===== config.mk =====
export PLATFORM = sky130hd
export DESIGN_NAME = mem_port_arbiter
export DESIGN_NICKNAME = d
export VERILOG_FILES = /design/src/rtl/mem_arb_pkg.sv /design/src/rtl/mem_port_arbiter_arb_pick.sv /design/src/rtl/mem_port_arbiter.sv
export SDC_FILE = /design/constraint.sdc
export NUM_CORES = 1
export LEC_CHECK = 0
export CAP_MARGIN = 0
export CORE_MARGIN = 4
export CORE_UTILIZATION = 30
export CTS_CLUSTER_SIZE = 8
export DETAILED_ROUTE_END_ITERATION = 6
export GPL_ROUTABILITY_DRIVEN = 0
export HOLD_SLACK_MARGIN = 0.05
export PLACE_DENSITY = 0.7
export SETUP_SLACK_MARGIN = 0.02
export SLEW_MARGIN = 0
export SYNTH_ARGS = -nofsm -noshare
export SYNTH_HDL_FRONTEND = slang
export SYNTH_SLANG_ARGS = --single-unit

===== constraint.sdc =====
create_clock -name clk -period 2.3 [get_ports clk]
set_input_delay 0.46 -clock clk [delete_from_list [all_inputs] [get_ports clk]]
set_output_delay 0.46 -clock clk [all_outputs]
set_load 0.03 [all_outputs]

===== src/rtl/mem_arb_pkg.sv =====
// Shared types and constants for the instruction/data memory port arbiter.
// Optional round-robin arbitration is enabled by defining MEM_PORT_ARB_RR_EN.
package mem_arb_pkg;

    typedef enum logic [1:0] {
        ST_IDLE  = 2'd0,
        ST_ISSUE = 2'd1,
        ST_WAIT  = 2'd2,
        ST_DONE  = 2'd3
    } arb_state_t;

    typedef logic req_id_t;

    localparam req_id_t REQ_IF = 1'b0;
    localparam req_id_t REQ_D  = 1'b1;

    localparam logic [1:0] WL_BYTE = 2'd0;
    localparam logic [1:0] WL_HALF = 2'd1;
    localparam logic [1:0] WL_WORD = 2'd2;

    localparam int MEM_LAT_MIN = 1;
    localparam int MEM_LAT_MAX = 15;
    localparam int CNT_W       = 4;

    // Out-of-range latencies are pulled to the nearest legal value so the counter never wraps.
    function automatic int lat_clamp(input int lat);
        if (lat < MEM_LAT_MIN) begin
            return MEM_LAT_MIN;
        end else if (lat > MEM_LAT_MAX) begin
            return MEM_LAT_MAX;
        end else begin
            return lat;
        end
    endfunction

endpackage


===== src/rtl/mem_port_arbiter_arb_pick.sv =====
// Combinational winner selection between fetch and data requesters.
// Round-robin tie-break is compiled only when MEM_PORT_ARB_RR_EN is defined.
module arb_pick
    import mem_arb_pkg::*;
(
    input  logic    if_req_i,
    input  logic    d_req_i,
`ifdef MEM_PORT_ARB_RR_EN
    input  req_id_t last_gnt_i,
`endif
    output logic    gnt_valid_o,
    output req_id_t gnt_id_o
);

    // Select the winner; data holds the older instruction so it wins ties by default.
    always_comb begin
        gnt_valid_o = if_req_i | d_req_i;
        gnt_id_o    = REQ_D;
        if (if_req_i && d_req_i) begin
`ifdef MEM_PORT_ARB_RR_EN
            gnt_id_o = (last_gnt_i == REQ_D) ? REQ_IF : REQ_D;
`else
            gnt_id_o = REQ_D;
`endif
        end else if (if_req_i) begin
            gnt_id_o = REQ_IF;
        end else begin
            gnt_id_o = REQ_D;
        end
    end

endmodule


===== src/rtl/mem_port_arbiter.sv =====
// Sequences fetch and data accesses onto one single-port memory (IDLE/ISSUE/WAIT/DONE).
// Define MEM_PORT_ARB_RR_EN for round-robin arbitration instead of fixed data priority.
module mem_port_arbiter
    import mem_arb_pkg::*;
#(
    parameter int ADDR_W  = 32,
    parameter int DATA_W  = 32,
    parameter int MEM_LAT = 2
) (
    input  logic              clk,
    input  logic              rst_n,
    input  logic              if_req,
    input  logic [ADDR_W-1:0] if_addr,
    output logic [DATA_W-1:0] if_rdata,
    output logic              if_ack,
    input  logic              d_req,
    input  logic              d_we,
    input  logic [1:0]        d_wl,
    input  logic [ADDR_W-1:0] d_addr,
    input  logic [DATA_W-1:0] d_wdata,
    output logic [DATA_W-1:0] d_rdata,
    output logic              d_ack,
    output logic              m_en,
    output logic              m_we,
    output logic [1:0]        m_wl,
    output logic [ADDR_W-1:0] m_addr,
    output logic [DATA_W-1:0] m_wdata,
    input  logic [DATA_W-1:0] m_rdata,
    output logic              stall_if,
    output logic              stall_mem
);

    localparam int              LAT      = lat_clamp(MEM_LAT);
    localparam logic [CNT_W-1:0] CNT_LOAD = CNT_W'(LAT - 1);

    arb_state_t        state_q, state_d;
    logic [CNT_W-1:0]  cnt_q, cnt_d;
    req_id_t           gnt_q, gnt_d;
    logic              cmd_we_q, cmd_we_d;
    logic [1:0]        cmd_wl_q, cmd_wl_d;
    logic [ADDR_W-1:0] cmd_addr_q, cmd_addr_d;
    logic [DATA_W-1:0] cmd_wdata_q, cmd_wdata_d;
    logic [DATA_W-1:0] if_rdata_q, d_rdata_q;
    logic              capture_s;
    logic              pick_valid_s;
    req_id_t           pick_id_s;
`ifdef MEM_PORT_ARB_RR_EN
    req_id_t           last_gnt_q, last_gnt_d;
`endif

    arb_pick u_pick (
        .if_req_i    (if_req),
        .d_req_i     (d_req),
`ifdef MEM_PORT_ARB_RR_EN
        .last_gnt_i  (last_gnt_q),
`endif
        .gnt_valid_o (pick_valid_s),
        .gnt_id_o    (pick_id_s)
    );

    // Next-state, command latch and read-data capture decision.
    always_comb begin
        state_d     = state_q;
        cnt_d       = cnt_q;
        gnt_d       = gnt_q;
        cmd_we_d    = cmd_we_q;
        cmd_wl_d    = cmd_wl_q;
        cmd_addr_d  = cmd_addr_q;
        cmd_wdata_d = cmd_wdata_q;
        capture_s   = 1'b0;
`ifdef MEM_PORT_ARB_RR_EN
        last_gnt_d  = last_gnt_q;
`endif
        case (state_q)
            ST_IDLE: begin
                if (pick_valid_s) begin
                    state_d = ST_ISSUE;
                    gnt_d   = pick_id_s;
`ifdef MEM_PORT_ARB_RR_EN
                    last_gnt_d = pick_id_s;
`endif
                    if (pick_id_s == REQ_D) begin
                        cmd_we_d    = d_we;
                        cmd_wl_d    = d_wl;
                        cmd_addr_d  = d_addr;
                        cmd_wdata_d = d_wdata;
                    end else begin
                        cmd_we_d    = 1'b0;
                        cmd_wl_d    = WL_WORD;
                        cmd_addr_d  = if_addr;
                        cmd_wdata_d = {DATA_W{1'b0}};
                    end
                end else begin
                    state_d = ST_IDLE;
                end
            end
            ST_ISSUE: begin
                cnt_d = CNT_LOAD;
                // Single-cycle memories return data in the issue cycle itself.
                if (LAT == 1) begin
                    capture_s = 1'b1;
                    state_d   = ST_DONE;
                end else begin
                    state_d = ST_WAIT;
                end
            end
            ST_WAIT: begin
                if (cnt_q == CNT_W'(1)) begin
                    capture_s = 1'b1;
                    state_d   = ST_DONE;
                end else begin
                    cnt_d = cnt_q - CNT_W'(1);
                end
            end
            ST_DONE: begin
                state_d = ST_IDLE;
            end
            default: begin
                state_d = ST_IDLE;
            end
        endcase
    end

    // State, command and read-data registers; reset abandons any in-flight access.
    always_ff @(posedge clk or negedge rst_n) begin
        if (!rst_n) begin
            state_q     <= ST_IDLE;
            cnt_q       <= {CNT_W{1'b0}};
            gnt_q       <= REQ_D;
            cmd_we_q    <= 1'b0;
            cmd_wl_q    <= 2'd0;
            cmd_addr_q  <= {ADDR_W{1'b0}};
            cmd_wdata_q <= {DATA_W{1'b0}};
            if_rdata_q  <= {DATA_W{1'b0}};
            d_rdata_q   <= {DATA_W{1'b0}};
`ifdef MEM_PORT_ARB_RR_EN
            last_gnt_q  <= REQ_D;
`endif
        end else begin
            state_q     <= state_d;
            cnt_q       <= cnt_d;
            gnt_q       <= gnt_d;
            cmd_we_q    <= cmd_we_d;
            cmd_wl_q    <= cmd_wl_d;
            cmd_addr_q  <= cmd_addr_d;
            cmd_wdata_q <= cmd_wdata_d;
`ifdef MEM_PORT_ARB_RR_EN
            last_gnt_q  <= last_gnt_d;
`endif
            // Stores leave d_rdata untouched.
            if (capture_s && (gnt_q == REQ_IF)) begin
                if_rdata_q <= m_rdata;
            end
            if (capture_s && (gnt_q == REQ_D) && !cmd_we_q) begin
                d_rdata_q <= m_rdata;
            end
        end
    end

    assign m_en      = (state_q == ST_ISSUE);
    assign m_we      = m_en & cmd_we_q;
    assign m_wl      = m_en ? cmd_wl_q    : 2'd0;
    assign m_addr    = m_en ? cmd_addr_q  : {ADDR_W{1'b0}};
    assign m_wdata   = m_en ? cmd_wdata_q : {DATA_W{1'b0}};
    assign if_ack    = (state_q == ST_DONE) && (gnt_q == REQ_IF);
    assign d_ack     = (state_q == ST_DONE) && (gnt_q == REQ_D);
    assign if_rdata  = if_rdata_q;
    assign d_rdata   = d_rdata_q;
    assign stall_if  = if_req & ~if_ack;
    assign stall_mem = d_req & ~d_ack;

endmodule


==> summary.txt <==
Run status
  • Outcome: finished clean

Place
  • IO buf count: 270
  • DPL Wire Length: 11700 um
  • Dpl cells: 994

CTS
  • Num CTS Buffers: 17
  • Clk buf depth: 2
  • Clock Tree Root: clkbuf_16
  • Clk pin slew, worst setup/hold paths: 0.06 ns
  • H-Tree Depth: 4
  • Post-CTS setup buffers: 0
  • Clk Latency, worst-skew pair: 0.42 ns
  • CTS tree: done
  • Clock sinks: 138

Power
  • Leak pwr: 4.191 nW
  • VDD IR max: 0.7507 mV
  • Pwr/cell area: 1426 nW/um^2

Setup path
  • CP max FO: 35
  • Critical Path RT: 1.84 ns
  • Max stage delay on crit path: 0.40 ns
  • Critical-path top delay cell: dfrtp_1
  • Buf+Inv Stages, Crit Path: 3
  • Worst path top cell family by delay: buffers and inverters
  • Startpoint class of the critical path: flip-flop
  • RR Startpoint: state_q[0]
  • Setup CP Type: reg -> out
  • WP data arrival: 1.70 ns
  • Reg-to-reg critical path endpoint: if_rdata[7]
  • R2r worst-path depth: 6
  • R2r setup slk: 0.30 ns
  • CP cell instances: inv_1, ha_4, buf_12, and2_1, buf_4
  • Setup crit end kind: primary output

Layout
  • FF+latch area: 3455 sq um
  • Filler Cells Inserted: 1856
  • Layout net count: 891
  • Post-route insts no fill: 1028
  • Area growth from synthesis to layout: 58.92%
  • Commonest non-fill, non-tap cell in the layout: clkdlybuf4s50_1
  • Layout cell share with drive strength beyond 1: 24.64%
  • Antenna cell count: 0
  • Multi-input logic area: 2429 sq um
  • Most frequent cells in the layout: clkdlybuf4s50_1, dfrtp_1, buf_4

Synthesis
  • EDFF count, synth: 0
  • Syn avg cell area: 12.52 sq um
  • Syn nets: 624
  • Syn Std Cell Area: 6048 sq um
  • Count of unique library cells instantiated by Yosys: 23
  • Synthesized flop and latch total: 138
  • Primary FF master, synth: dfrtp_1
  • Post-synth ARST share: 100.0%
  • Synth warnings: 0
  • Register area share after synthesis: 57.12%
  • Synth Instances: 483

Die
  • Area of the die: 22500 sq um
  • Die height: 150.0 um
  • Number of top-level pins: 271
  • # rows: 51
  • Initial core utilization: 30.77%
  • Chip width: 150.0 um
  • Core ar.: 19650 sq um

Global route
  • Gr ovfl total: 0
  • Vias in the first global route: 5032
  • Largest net degree at the start of global routing: 67
  • Initial antenna violation count: 0
  • First-pass GRT wire length: 26820 um
  • GRT Util Overall: 15.34%

Route
  • DRC viols: 0
  • First drt pass iteration count: 4
  • Via count: 4657
  • DR WL/cell: 16.45 um
  • Via-per-instance ratio: 4.530
  • ANT nets after route: 0
  • Initial DRC count: 145
  • Post-Route WL: 16910 um

STA
  • Max-slew violations: 0
  • RSZ-0062 raised after global routing: false
  • Worst Skew: 0.01011 ns
  • Setup TNS Final: 0 ns
  • Period utilization: 93.75%
  • # setup viols final: 0
  • Tmin final: 2.156 ns
  • Endpoints failing hold: 0
  • Worst Max-Slew Pin Slew: 0.4220 ns
  • Max transition margin: 71.86%
  • Achievable clock frequency: 0.4638 GHz

Hold path
  • Hold Path Class: reg -> reg
  • Hold Path Cell Cnt: 2
  • WHS Endpoint: cmd_addr_q[7]
  • Hold Path Origin: cmd_addr_q[7]

Flow run
  • Max-cap violations: 0
what timing repair did:
action | CTS | global route
hold buffers | 1 | 0
resized for setup | 2 | 2
hold endpoints to repair | 40 | 0
cloned | 1 | 0
setup endpoints to repair | 4 | 32
kinds of logic (layout without fill, tap and decap cells):
kind of cell | count (synthesis) | in the layout | synth area share (%)
adders and majority gates | 6 | 6 | 1.241
and+or+nand+nor | 123 | 123 | 11.54
AOI/OAI and AO/OA | 77 | 77 | 9.288
buffers and inverters | 41 | 321 | 3.248
muxes | 98 | 98 | 17.56
DFF | 138 | 138 | 57.12
layout make-up:
| class | count | share of cell area, % |
|---|---|---|
| Inverter | 5 | 0.1953 |
| Multi-Input combinational cell | 304 | 25.27 |
| Tap cell | 265 | 3.450 |
| Sequential cell | 138 | 35.94 |
| Clock inverter | 15 | 1.940 |
| Timing Repair Buffer | 284 | 28.78 |
| Clock buffer | 17 | 4.426 |
flip-flops by register name, indices dropped and copies added, names as in the netlist:
signal	count
cmd_addr_q	32
cmd_wdata_q	32
d_rdata	32
if_rdata	32
cnt_q	4
cmd_wl_q	2
state_q	2
cmd_we_q	1
gnt_q	1
per-stage QoR:
| stage | hold slack [ns] | area [sq um] | setup slack (ns) | utilization (%) | power (mW) |
|---|---|---|---|---|---|
| detailed placement | 0.4088 | 8955 | 0.3081 | 45.56 | 10.93 |
| global placement | 0.4150 | 8955 | 0.3406 | 45.56 | 10.82 |
| floorplan | 0.1644 | 6048 | 0.1899 | - | 8.176 |
| finish | 0.4686 | 9612 | 0.1438 | 48.91 | 13.71 |
| CTS | 0.4753 | 9607 | 0.02452 | 48.88 | 13.92 |
| global route | 0.4932 | 9612 | 0.02097 | 48.91 | 14.59 |
where the power goes:
part           internal (mW)  switching [mW]
registers               3.61           0.589
clock network           1.72            1.11
logic                   3.02            3.66
cells in the mapped netlist, types with 2 or more instances:
library cell / n / area (sq um)
mux2i_1: 33 / 330.3
nor2_1: 5 / 18.77
dfrtp_1: 137 / 3428
o21ai_0: 40 / 200.2
nand2b_1: 3 / 18.77
clkbuf_1: 16 / 60.06
buf_2: 16 / 80.08
mux2_2: 65 / 732.0
nand2_1: 36 / 135.1
ha_1: 6 / 75.07
nor3b_4: 2 / 37.54
inv_1: 5 / 18.77
buf_6: 3 / 33.78
nor3_1: 2 / 10.01
nor2b_1: 6 / 37.54
and2_1: 68 / 425.4
a32o_1: 34 / 340.3
worst reg2reg max path, cell delays in order, from the launching register on:
cell and delay [ns]:
dfrtp_1 0.43, inv_1 0.11, ha_1 0.30, inv_1 0.17
nor3b_4 0.25, buf_12 0.24, mux2_2 0.37
routing by layer:
metal  track usage [%]  routed length (um)  vias to the layer above
met1             17.93                6846                     2232
met3             6.814                1711                       10
met2             25.88                8202                      183
met4             3.751                 153                        0
li1                  -                   -                     2232
met5                 0                   0                        -
worst max-delay path by stage:
stage / from / slack [ns] / depth (start not counted) / to
after floorplan: state_q[1] / 0.19 / 5 / m_wdata[11]
after global placement: if_req / 0.34 / 5 / cmd_addr_q[28]
after detailed placement: cnt_q[1] / 0.31 / 7 / if_rdata[22]
after CTS: state_q[1] / 0.02 / 5 / m_we
after global routing: state_q[1] / 0.02 / 5 / m_wdata[19]
final: state_q[1] / 0.14 / 5 / m_wdata[19]
(Power assumes the default switching activity.)
